`src/rtl/piso_bit_serializer_if.sv`:
```
// Handshake and serial-stream bundle for piso_bit_serializer.
// master: upstream word source plus the downstream hold/observer side.
// slave : the serializer itself.
interface piso_bit_serializer_if #(
    parameter int WIDTH = 8
) ();

    logic [WIDTH-1:0] din;
    logic             din_valid;
    logic             din_ready;
    logic             hold;
    logic             sout;
    logic             sout_valid;
    logic             frame_done;

    modport master (
        output din,
        output din_valid,
        output hold,
        input  din_ready,
        input  sout,
        input  sout_valid,
        input  frame_done
    );

    modport slave (
        input  din,
        input  din_valid,
        input  hold,
        output din_ready,
        output sout,
        output sout_valid,
        output frame_done
    );

endinterface

```
`src/rtl/piso_bit_serializer.sv`:
```
// Parallel-in / serial-out bit serializer feeding a serial sequence detector.
// Words of WIDTH bits are accepted over din_valid/din_ready and shifted out
// MSB first, one bit per clock, with gapless back-to-back frames and a
// downstream hold that freezes the presented bit.
//
// Optional feature: define SER_PARITY_EN to append an even-parity bit after
// the data bits (frame length WIDTH+1 instead of WIDTH).
//
// state  | meaning
// -------+-------------------------------------------------------------
// IDLE   | no frame in flight, sout=0, ready for a new word
// SHIFT  | presenting frame bit cnt_q on sout, sout_valid=1
module piso_bit_serializer #(
    parameter int WIDTH = 8
) (
    input  logic                  clck,
    input  logic                  rst,
    piso_bit_serializer_if.slave  bus
);

`ifdef SER_PARITY_EN
    localparam int FL = WIDTH + 1;
`else
    localparam int FL = WIDTH;
`endif
    localparam int            CW       = $clog2(FL + 1);
    localparam logic [CW-1:0] CNT_LAST = CW'(FL - 1);
`ifdef SER_PARITY_EN
    // Counter value while the final data bit is on sout; parity follows it.
    localparam logic [CW-1:0] CNT_DATA_LAST = CW'(WIDTH - 1);
`endif

    typedef enum logic {
        ST_IDLE  = 1'b0,
        ST_SHIFT = 1'b1
    } state_t;

    state_t           state_q, state_d;
    logic [WIDTH-1:0] shift_q, shift_d;
    logic [CW-1:0]    cnt_q,   cnt_d;
    logic             sout_q,  sout_d;
`ifdef SER_PARITY_EN
    logic             parity_q, parity_d;
`endif

    logic last_bit;
    logic consume;
    logic ready;
    logic accept;

    // Handshake decode: only registers and hold feed ready/frame_done,
    // din_valid only qualifies the accept.
    always_comb begin
        last_bit = (state_q == ST_SHIFT) && (cnt_q == CNT_LAST);
        consume  = (state_q == ST_SHIFT) && !bus.hold;
        ready    = (state_q == ST_IDLE) || (last_bit && !bus.hold);
        accept   = bus.din_valid && ready;
    end

    // Next-state and datapath update for the frame sequencer.
    always_comb begin
        state_d  = state_q;
        shift_d  = shift_q;
        cnt_d    = cnt_q;
        sout_d   = sout_q;
`ifdef SER_PARITY_EN
        parity_d = parity_q;
`endif
        case (state_q)
            ST_IDLE: begin
                if (accept) begin
                    state_d  = ST_SHIFT;
                    shift_d  = bus.din;
                    cnt_d    = '0;
                    sout_d   = bus.din[WIDTH-1];
`ifdef SER_PARITY_EN
                    parity_d = ^bus.din;
`endif
                end
            end
            ST_SHIFT: begin
                if (consume) begin
                    if (last_bit) begin
                        if (bus.din_valid) begin
                            // Back-to-back: next word's MSB follows with no gap.
                            state_d  = ST_SHIFT;
                            shift_d  = bus.din;
                            cnt_d    = '0;
                            sout_d   = bus.din[WIDTH-1];
`ifdef SER_PARITY_EN
                            parity_d = ^bus.din;
`endif
                        end else begin
                            state_d = ST_IDLE;
                            cnt_d   = '0;
                            sout_d  = 1'b0;
                        end
                    end else begin
                        cnt_d   = cnt_q + CW'(1);
                        // Rotate so the word recirculates; the bit after the
                        // current MSB becomes the next presented bit.
                        shift_d = {shift_q[WIDTH-2:0], shift_q[WIDTH-1]};
`ifdef SER_PARITY_EN
                        if (cnt_q == CNT_DATA_LAST) begin
                            sout_d = parity_q;
                        end else begin
                            sout_d = shift_q[WIDTH-2];
                        end
`else
                        sout_d  = shift_q[WIDTH-2];
`endif
                    end
                end
            end
            default: begin
                state_d = ST_IDLE;
                cnt_d   = '0;
                sout_d  = 1'b0;
            end
        endcase
    end

    // State and datapath registers with synchronous reset; reset discards
    // any partial frame.
    always_ff @(posedge clck) begin
        if (rst) begin
            state_q  <= ST_IDLE;
            shift_q  <= '0;
            cnt_q    <= '0;
            sout_q   <= 1'b0;
`ifdef SER_PARITY_EN
            parity_q <= 1'b0;
`endif
        end else begin
            state_q  <= state_d;
            shift_q  <= shift_d;
            cnt_q    <= cnt_d;
            sout_q   <= sout_d;
`ifdef SER_PARITY_EN
            parity_q <= parity_d;
`endif
        end
    end

    // Output drive: sout/sout_valid straight from flops.
    always_comb begin
        bus.sout       = sout_q;
        bus.sout_valid = (state_q == ST_SHIFT);
        bus.din_ready  = ready;
        bus.frame_done = last_bit && !bus.hold;
    end

endmodule

```
`src/flat_wrapper.sv`:
```
// flat-port wrapper written by rule: the top's interface ports become plain ports
module piso_bit_serializer_flat 
#(
    parameter int WIDTH = 8
)
  (clck, rst, bus_din, bus_din_valid, bus_hold, bus_din_ready, bus_sout, bus_sout_valid, bus_frame_done);
  piso_bit_serializer_if #(.WIDTH(WIDTH)) bus_i ();
  input  logic clck;
  input  logic rst;
  input wire logic [$bits(bus_i.din)-1:0] bus_din;
  input wire logic [$bits(bus_i.din_valid)-1:0] bus_din_valid;
  input wire logic [$bits(bus_i.hold)-1:0] bus_hold;
  output wire logic [$bits(bus_i.din_ready)-1:0] bus_din_ready;
  output wire logic [$bits(bus_i.sout)-1:0] bus_sout;
  output wire logic [$bits(bus_i.sout_valid)-1:0] bus_sout_valid;
  output wire logic [$bits(bus_i.frame_done)-1:0] bus_frame_done;
  assign bus_i.din = bus_din;
  assign bus_i.din_valid = bus_din_valid;
  assign bus_i.hold = bus_hold;
  assign bus_din_ready = bus_i.din_ready;
  assign bus_sout = bus_i.sout;
  assign bus_sout_valid = bus_i.sout_valid;
  assign bus_frame_done = bus_i.frame_done;
  piso_bit_serializer #(.WIDTH(WIDTH)) u_core (.clck(clck), .rst(rst), .bus(bus_i));
endmodule
```
`config.mk`:
```
export PLATFORM = sky130hd
export DESIGN_NAME = piso_bit_serializer_flat
export DESIGN_NICKNAME = d
export VERILOG_FILES = /design/src/rtl/piso_bit_serializer_if.sv /design/src/rtl/piso_bit_serializer.sv /design/src/flat_wrapper.sv
export SDC_FILE = /design/constraint.sdc
export NUM_CORES = 1
export LEC_CHECK = 0
export ABC_AREA = 1
export BUFFER_PORTS_ARGS = -buffer_cell sky130_fd_sc_hd__buf_2
export CAP_MARGIN = 0
export CORE_AREA = 2 2 51 53
export DETAILED_ROUTE_END_ITERATION = 8
export DIE_AREA = 0 0 53 55
export PLACE_DENSITY_LB_ADDON = 0.25
export REMOVE_ABC_BUFFERS = 1
export SETUP_SLACK_MARGIN = 0.1
export SLEW_MARGIN = 30
export SYNTH_ARGS = -nofsm -noshare
export SYNTH_HDL_FRONTEND = slang
export SYNTH_SLANG_ARGS = --single-unit
```
`constraint.sdc`:
```
create_clock -name clck -period 3.8 [get_ports clck]
set_input_delay 0.57 -clock clck [delete_from_list [all_inputs] [get_ports clck]]
set_output_delay 0.57 -clock clck [all_outputs]
set_load 0.03 [all_outputs]
```
==> impl_metrics.env <==
export IMPL_period_minus_slack_ns=2.07
export IMPL_globalplace_congestion=0.839
export IMPL_clock_sinks=14
export IMPL_clk_latency_ns=0.28
export IMPL_drive_above_1_share_pct=14.7
export IMPL_synth_top_cell_area_share_pct=36.2
export IMPL_coreArea_um2=2360
export IMPL_critPathLaunchType="flip-flop"
export IMPL_track_usage_pct=12.9
export IMPL_synth_enable_flop_cells=0
export IMPL_syn_avg_cell_area_um2=5.99
export IMPL_synth_ff_type="dfxtp_1"
export IMPL_die_h_um=55
export IMPL_grt_first_pass_wirelength_mm=2.73
export IMPL_cts_root_buffer="clkbuf_4"
export IMPL_routedWlPerCell_um=9.11
export IMPL_clk_path_buf_depth=2
export IMPL_hold_buffers=0
export IMPL_via_count=744
export IMPL_hpwl_mm=1.12
export IMPL_cap_violations=0
export IMPL_cts_post_setup_buffers_inserted=0
export IMPL_hold_path_class="input port to flip-flop"
export IMPL_synth_seq_cells=14
export IMPL_slew_headroom_pct=65.5
export IMPL_cts_tree="done"
export IMPL_die_w_um=53
export IMPL_yosysMostFrequentCell="nand2_1"
export IMPL_synthCells=129
export IMPL_setup_viol=0
export IMPL_crit_fanout=15
export IMPL_initial_core_util_pct=32.7
export IMPL_async_flop_share_pct=0
export IMPL_antenna_found_initial=0
export IMPL_ys_types=17
export IMPL_placed_cell_area_um2=861
export IMPL_final_hold_viol_count=0
export IMPL_p_leak_uw=0.000475
export IMPL_crit_arrival_ns=1.50
export IMPL_final_setup_tns_ns=0
export IMPL_power_uw=314
export IMPL_numPortBuffers=15
export IMPL_pwr_density_cell_nw_per_um2=356
export IMPL_synth_area_leaders="dfxtp_1 36%, nand2_1 21%, nor2_1 11%"
export IMPL_worst_pin_slew_ns=0.516
export IMPL_outcome="complete, no violations"
export IMPL_ctsResizeCount=0
export IMPL_num_rows=18
export IMPL_nNetsFinal=158
export IMPL_ioPinCount=16
export IMPL_ant_nets=0
export IMPL_slew_viol_final=0
export IMPL_crit_type="flip-flop to primary output"
export IMPL_fin_crit_sh_pct=54.4
export IMPL_syn_cell_area_um2=773
export IMPL_clkTransAtPathRegs_ns=0.08
export IMPL_htreeDepth=1
export IMPL_routed_wirelength_mm=1.58
export IMPL_design_area_um2=883
export IMPL_synth_top_cells_by_count="44 x nand2_1, 23 x nor2_1, 18 x inv_1"
export IMPL_endpoint_kind="primary output"
export IMPL_fin_skew_ns=0.00961
export IMPL_die_area_um2=2920
export IMPL_grt_pass1_vias=652
export IMPL_overflow=0
export IMPL_yosys_warnings=0
export IMPL_ir_drop_mv=0.169
export IMPL_cp_required_ns=3.23
export IMPL_drt_initial_drc_count=9
export IMPL_firstDrtPassIters=4
export IMPL_antenna_cells=0
export IMPL_drc=0
export IMPL_numCtsBuffers=3
export IMPL_area_growth_syn_to_layout_pct=14.2
export IMPL_synth_seq_area_share_pct=36.2
export IMPL_grt_max_degree=17
export IMPL_max_freq_mhz=483
export IMPL_rsz0062_at_grt="false"
export IMPL_yosys_area_top_type="dfxtp_1"
export IMPL_routed_via_density=4.30
layer usage:
metal  part of all wire (%)  track usage, %
met5                      0               0
met4                   0.63            6.41
met2                     43            20.8
met1                     54            16.4
met3                    2.4            2.42
path summary, 6_finish.rpt:
check,slack [ns],endpoint,from,cells after the start
max,1.73,bus_din_ready,u_core.bus.sout_valid$_SDFF_PP0_,5
min reg2reg,0.48,u_core.cnt_q[0]$_SDFFE_PP0P_,u_core.cnt_q[0]$_SDFFE_PP0P_,2
min,0.47,u_core.cnt_q[0]$_SDFFE_PP0P_,rst,2
max reg2reg,2.17,u_core.shift_q[5]$_SDFFE_PP0P_,u_core.cnt_q[0]$_SDFFE_PP0P_,7
registers in the layout (all words and copies together) (netlist names):
| name | cells |
|---|---|
| u_core.bus.sout_valid | 1 |
| u_core.shift_q | 8 |
| u_core.cnt_q | 4 |
| u_core.bus.sout | 1 |
area by class of cell:
class / instances / area (µm²)
fill: 268 / 1480
multi-input combinational: 92 / 397
sequential: 14 / 280
inverter: 19 / 71.3
timing repair buffer: 15 / 75.1
tap: 30 / 37.5
clock buffer: 3 / 22.5
layout by cell type (no fill, tap or decap):
cell,instances
nand2_1,44
nand4_1,1
ha_1,1
nand3b_1,1
nand3_1,11
inv_1,18
clkbuf_4,3
nor2_1,23
buf_2,15
nand2_2,1
dfxtp_1,14
a21oi_1,5
nand2_4,1
o21ai_0,3
inv_2,1
a31oi_1,1
per-stage QoR:
stage	std cells	worst slack (ns)	util (%)	hold slack (ns)
after CTS	173	1.72	37.4	0.467
after global routing	173	1.53	37.4	0.469
final	173	1.73	37.4	0.475
after global placement	170	2.05	36.4	0.475
after detailed placement	170	2.03	36.4	0.473
after floorplan	125	2.02	-	0.455
worst max-delay path: stages, from the launching register on:
cell	delay (ns)
dfxtp_1	0.65
inv_2	0.08
nor2_1	0.13
nand2_1	0.08
nand2_1	0.08
buf_2	0.20
logic make-up (layout without fill, tap and decap cells):
kind of cell,count (synthesis),after routing,share of synthesized area [%]
and+or+nand+nor,82,82,43.7
DFF,14,14,36.2
buffers and inverters,23,37,12.5
AOI/OAI and AO/OA,9,9,5.99
adders and majority gates,1,1,1.62
power breakdown:
part           leakage [µW]  internal [µW]  switching (µW)
combinational      0.000346           23.8            39.0
sequential         0.000116            158            8.62
clock             0.0000138           36.7            48.0
total              0.000475            219            95.5
Power figures use the tool's default switching activity.
